[src/rtl/spi_ram_pkg.sv]
// Shared SPI-to-RAM definitions: entry mode tag and the default line geometry.
package spi_ram_pkg;

  typedef enum logic {
    MODE_CMD  = 1'b0,
    MODE_DATA = 1'b1
  } spi_mode_e;

  localparam int SPI_BYTE_W     = 8;
  localparam int SPI_LINE_DEPTH = 320;

endpackage

[src/rtl/spi_ram_fifo_ptr.sv]
// Modulo-DEPTH pointer: wraps explicitly from DEPTH-1 to 0, so DEPTH need not be a power of two.
module spi_ram_fifo_ptr #(
  parameter int DEPTH = 320
) (
  input  logic                     clk,
  input  logic                     reset,
  input  logic                     i_inc,
  input  logic                     i_clr,
  output logic [$clog2(DEPTH)-1:0] o_ptr
);

  localparam int                 PTR_W = $clog2(DEPTH);
  localparam logic [PTR_W-1:0]   LAST  = PTR_W'(DEPTH - 1);

  logic [PTR_W-1:0] r_ptr;

  // NOTE: sequential state is updated with non-blocking assignments so every
  // register samples pre-edge values regardless of process ordering.
  always_ff @(posedge clk) begin
    if (reset || i_clr) begin
      r_ptr <= '0;
    end else if (i_inc) begin
      r_ptr <= (r_ptr == LAST) ? '0 : r_ptr + PTR_W'(1);
    end
  end

  assign o_ptr = r_ptr;

endmodule

[src/rtl/spi_ram_fifo.sv]
// First-word-fall-through FIFO carrying {mode, payload} from the SPI side to the RAM side.
// Optional SPI_RAM_FIFO_DROP_CNT_EN adds a saturating count of writes refused while full.
module spi_ram_fifo
  import spi_ram_pkg::*;
#(
  parameter int DATA_W   = SPI_BYTE_W,
  parameter int DEPTH    = SPI_LINE_DEPTH,
  parameter int AF_LEVEL = DEPTH - 16
) (
  input  logic                       clk,
  input  logic                       reset,
  input  logic [DATA_W-1:0]          i_SPI_data,
  input  logic                       i_SPI_mode,
  input  logic                       i_SPI_valid,
  output logic                       o_SPI_ready,
  output logic [DATA_W-1:0]          o_RAM_data,
  output logic                       o_RAM_mode,
  output logic                       o_RAM_valid,
  input  logic                       i_RAM_ready,
  input  logic                       i_flush,
  output logic [$clog2(DEPTH+1)-1:0] o_level,
  output logic                       o_almost_full
`ifdef SPI_RAM_FIFO_DROP_CNT_EN
  ,
  output logic [15:0]                o_drop_cnt
`endif
);

  localparam int                 LVL_W    = $clog2(DEPTH + 1);
  localparam int                 PTR_W    = $clog2(DEPTH);
  localparam int                 ENTRY_W  = DATA_W + 1;
  localparam logic [LVL_W-1:0]   FULL_LVL = LVL_W'(DEPTH);
  // A negative threshold (small DEPTH with the default) means "always almost full".
  localparam int unsigned        AF_U     = (AF_LEVEL < 0) ? 0 : AF_LEVEL;

  logic [ENTRY_W-1:0] r_mem [DEPTH];
  logic [LVL_W-1:0]   r_level;
  logic               r_almost_full;
  logic [LVL_W-1:0]   w_level_nxt;
  logic [PTR_W-1:0]   w_wr_ptr;
  logic [PTR_W-1:0]   w_rd_ptr;
  logic               w_full;
  logic               w_empty;
  logic               w_push;
  logic               w_pop;

  assign w_full  = (r_level == FULL_LVL);
  assign w_empty = (r_level == '0);
  // Reset and flush swallow both handshakes of their cycle.
  assign w_push  = i_SPI_valid && !w_full  && !reset && !i_flush;
  assign w_pop   = i_RAM_ready && !w_empty && !reset && !i_flush;

  spi_ram_fifo_ptr #(.DEPTH(DEPTH)) u_wr_ptr (
    .clk   (clk),
    .reset (reset),
    .i_inc (w_push),
    .i_clr (i_flush),
    .o_ptr (w_wr_ptr)
  );

  spi_ram_fifo_ptr #(.DEPTH(DEPTH)) u_rd_ptr (
    .clk   (clk),
    .reset (reset),
    .i_inc (w_pop),
    .i_clr (i_flush),
    .o_ptr (w_rd_ptr)
  );

  // NOTE: the storage array has no reset; contents are only meaningful between
  // the pointers, and a resettable array would block RAM inference.
  always_ff @(posedge clk) begin
    if (w_push) begin
      r_mem[w_wr_ptr] <= {i_SPI_mode, i_SPI_data};
    end
  end

  // NOTE: every always_comb output gets a default first so no path can infer a latch.
  always_comb begin
    w_level_nxt = r_level;
    if (i_flush) begin
      w_level_nxt = '0;
    end else if (w_push && !w_pop) begin
      w_level_nxt = r_level + LVL_W'(1);
    end else if (w_pop && !w_push) begin
      w_level_nxt = r_level - LVL_W'(1);
    end
  end

  always_ff @(posedge clk) begin
    if (reset) begin
      r_level       <= '0;
      r_almost_full <= 1'b0;
    end else begin
      r_level       <= w_level_nxt;
      r_almost_full <= (32'(w_level_nxt) >= AF_U);
    end
  end

`ifdef SPI_RAM_FIFO_DROP_CNT_EN
  logic [15:0] r_drop_cnt;

  always_ff @(posedge clk) begin
    if (reset || i_flush) begin
      r_drop_cnt <= '0;
    end else if (i_SPI_valid && w_full && (r_drop_cnt != 16'hFFFF)) begin
      r_drop_cnt <= r_drop_cnt + 16'd1;
    end
  end

  assign o_drop_cnt = r_drop_cnt;
`endif

  // Head read is asynchronous: the slot under the read pointer is never written
  // while it holds live data, so the head stays stable during a stall.
  assign {o_RAM_mode, o_RAM_data} = r_mem[w_rd_ptr];
  assign o_RAM_valid   = !w_empty;
  assign o_SPI_ready   = !w_full;
  assign o_level       = r_level;
  assign o_almost_full = r_almost_full;

endmodule

[config.mk]
export PLATFORM = sky130hd
export DESIGN_NAME = spi_ram_fifo
export DESIGN_NICKNAME = d
export VERILOG_FILES = /design/src/rtl/spi_ram_pkg.sv /design/src/rtl/spi_ram_fifo_ptr.sv /design/src/rtl/spi_ram_fifo.sv
export SDC_FILE = /design/constraint.sdc
export NUM_CORES = 2
export LEC_CHECK = 0
export CELL_PAD_IN_SITES_DETAIL_PLACEMENT = 0
export CELL_PAD_IN_SITES_GLOBAL_PLACEMENT = 2
export CORE_ASPECT_RATIO = 1.4
export CORE_MARGIN = 3
export CORE_UTILIZATION = 51
export CTS_CLUSTER_SIZE = 8
export DETAILED_ROUTE_END_ITERATION = 10
export PLACE_DENSITY = 0.85
export SLEW_MARGIN = 20
export SYNTH_ARGS = -nofsm -noshare
export SYNTH_HDL_FRONTEND = slang
export SYNTH_SLANG_ARGS = --single-unit
[constraint.sdc]
create_clock -name clk -period 4 [get_ports clk]
set_clock_uncertainty 0.15 [all_clocks]
set_input_delay 0.8 -clock clk [delete_from_list [all_inputs] [get_ports clk]]
set_output_delay 0.8 -clock clk [all_outputs]
set_load 0.005 [all_outputs]
==> run_results.csv <==
group,metric,value,unit
critical_path,cp_data_required_time,3.05,ns
routing,wl_per_cell,32.1,um
hold_path,whs_path_depth,1,
logic_synthesis,synth_cell_types,72,
timing,period_needed,4.95,ns
die,core-area,219000,um2
timing,final-setup-viol-count,9,
timing,slew_headroom,0.289,
status,outcome,"finished, violations left",
placed_design,dpl.hpwl,183,mm
flow_run,drv_cap,0,
logic_synthesis,synthesis.area,113000,um2
cts,clkSlewWorstSetupHoldPaths,0.05,ns
die,rows,203,
logic_synthesis,syn-num-nets,5254,
timing,finalSetupTns,-7.88,ns
timing,fmax,0.202,GHz
die,ioPinCount,35,
global_routing,grt-ovfl-total,0,
placed_design,globalplace.congestion,0.872,
critical_path,cp_max_fo,6,
critical_path,arrival,4.00,ns
die,die_h,562,um
logic_synthesis,synth_edf_count,2880,
logic_synthesis,avgSynthCellArea,21.5,um2
cells_and_area,drive_above_1_share,0.353,
timing,rsz0062_at_grt,"true",
timing,hold_violations,0,
placed_design,placedCellCount,8623,
routing,vias,58500,
cells_and_area,multiInputGateArea,25000,um2
logic_synthesis,ys_seq_area_frac,0.774,
logic_synthesis,synth_cells,5233,
timing,fin_crit_sh,1.24,
timing,maxSlewViolCount,0,
routing,drt.antenna.violating_nets,0,
cells_and_area,nFillCells,14500,
global_routing,track_usage,0.260,
cells_and_area,syn_to_final_growth,20.5,%
cts,cts_buffers,406,
global_routing,grt_pass1_wl,427,mm
logic_synthesis,ys.flop_type,"edfxtp_1",
global_routing,grt_pass1_vias,60400,
power_and_ir_drop,power_density,480,nW/um2
die,initial_core_util,0.514,
power_and_ir_drop,ir_drop,0.490,mV
placed_design,place.port_buffers,34,
cells_and_area,seq_area,87200,um2
hold_path,hold_class,"input port to flop",
routing,viasPerCell,6.34,
logic_synthesis,ys_ff_latch,2917,
logic_synthesis,ys_async_sr_fraction,0,
cells_and_area,fin_cells,9233,
cts,cts_tree,"yes",
cts,cts_buffer_depth,4,
routing,drt_iter0_drc,6820,
cts,clock_latency,0.88,ns
cells_and_area,final_nets,6283,
timing,worst_slack,-0.951,ns
cts,cts_sinks,2917,
power_and_ir_drop,p_leak,42.9,nW
global_routing,grt_max_degree,123,
global_routing,antenna_found_initial,5,
timing,tightest_slew,1.07,ns
die,die_w,403,um
logic_synthesis,yosysWarningCount,0,
critical_path,worst-setup-path-type,"flop to output pin",
status,violations,"negative setup slack",
critical_path,endpoint_kind,"output pin",
die,die_area,227000,um2
critical_path,r2r_cells,9,
routing,firstDrtPassIters,6,
routing,drc,0,
cts,cts-root-buf,"clkbuf_16",
cts,ctsHoldBuffers,0,
critical_path,start_kind,"flop",
cts,htree_levels,5,
routing,wl,296,mm
layout make-up:
cell class,instances,area share
multi-input combinational,1989,0.184
timing repair buffer,941,0.0676
inverter,7,0.000249
clock inverter,18,0.00179
antenna,2,0.0000368
tap,2870,0.0264
sequential,2917,0.642
clock buffer,489,0.0777
power breakdown:
part           switching, W  internal (W)
clock                0.0118        0.0182
combinational      0.000956      0.000564
sequential       0.00000496        0.0336
timing repair:
item                                    4_1_cts  5_1_grt
gates cloned                                 11        5
buffers inserted                             79       19
hold endpoints to repair                      0        0
pin swaps                                    55       29
resized for setup                           313       79
endpoints found under the setup margin        9       10
cell usage after synthesis, drive strengths merged, types with 12 or more instances:
cell    instances  area (um2)
a211oi         27         203
a21oi          30         150
a221oi         74         648
a22o           19         166
a22oi          31         233
buf           154         860
clkbuf        166         623
dfxtp          37         741
edfxtp       2880       86500
mux2           24         270
mux2i         210        2100
mux4          698       15700
nand2          83         314
nand2b         12        75.1
nand3          20         100
nand4          21         131
nor2          386        1450
nor2b          23         144
nor3           18        90.1
o21ai          91         455
o221ai         27         236
o22ai          50         313
or3b           13         114
xor2           16         140
cell usage in the layout (no fill, tap or decap), types with 54 or more instances in the layout:
cell type,instances
a221oi_1,54
buf_12,95
buf_4,718
buf_6,57
clkbuf_1,79
clkbuf_16,415
edfxtp_1,2880
mux2i_1,199
mux4_2,698
nand2_1,63
nor2_1,375
o21ai_0,58
metal layers:
metal	routed length, um	track usage
met5	61	0
met4	13300	0.108
met3	21200	0.0390
met2	155000	0.449
met1	107000	0.331
kinds of logic (layout without fill, tap and decap cells):
logic type / after synthesis / after routing / share of synthesized area
flops: 2917 / 2917 / 0.774
simple gates: 623 / 623 / 0.0245
xor+xnor: 20 / 20 / 0.00155
other cells: 0 / 2 / 0
buf+inv: 327 / 1455 / 0.0134
mux: 932 / 932 / 0.160
compound gates: 407 / 407 / 0.0256
fa+ha+maj: 7 / 7 / 0.000777
worst paths after layout:
check	from	slack, ns	endpoint
max reg2reg	o_level[2]	0.57	r_mem[225][6]
max	flop	-0.95	o_RAM_data[5]
min reg2reg	u_rd_ptr.o_ptr[1]	0.40	flop
min	i_SPI_mode	0.21	r_mem[312][8]
flip-flops by register name, indices dropped and copies added (netlist names), named ones only:
name            count
o_almost_full       1
o_level             9
r_mem            2880
u_rd_ptr.o_ptr      9
u_wr_ptr.o_ptr      9
through the flow:
stage	hold slack [ns]	instance area [um2]	utilization	total power [W]	setup WS (ns)
finish	0.206	136000	0.620	0.0652	-0.951
global route	0.223	136000	0.620	0.0669	-0.990
CTS	0.188	135000	0.618	0.0655	-0.985
detailed placement	0.359	122000	0.558	0.0356	-1.15
global placement	0.354	122000	0.558	0.0355	-1.14
floorplan	0.313	113000	-	0.0347	0.353
worst max-delay path: stages (launching register included):
cell	delay, ns
dfxtp_4	0.37
buf_12	0.12
buf_12	0.13
buf_16	0.14
buf_6	0.11
mux4_2	0.57
mux4_2	0.60
nor3_2	0.17
buf_4	0.14
a41o_1	0.10
a311oi_2	0.05
o311ai_2	0.12
buf_4	0.22
nand3_4	0.12
buf_6	0.14
No activity file was read; power rests on OpenSTA's default activity.
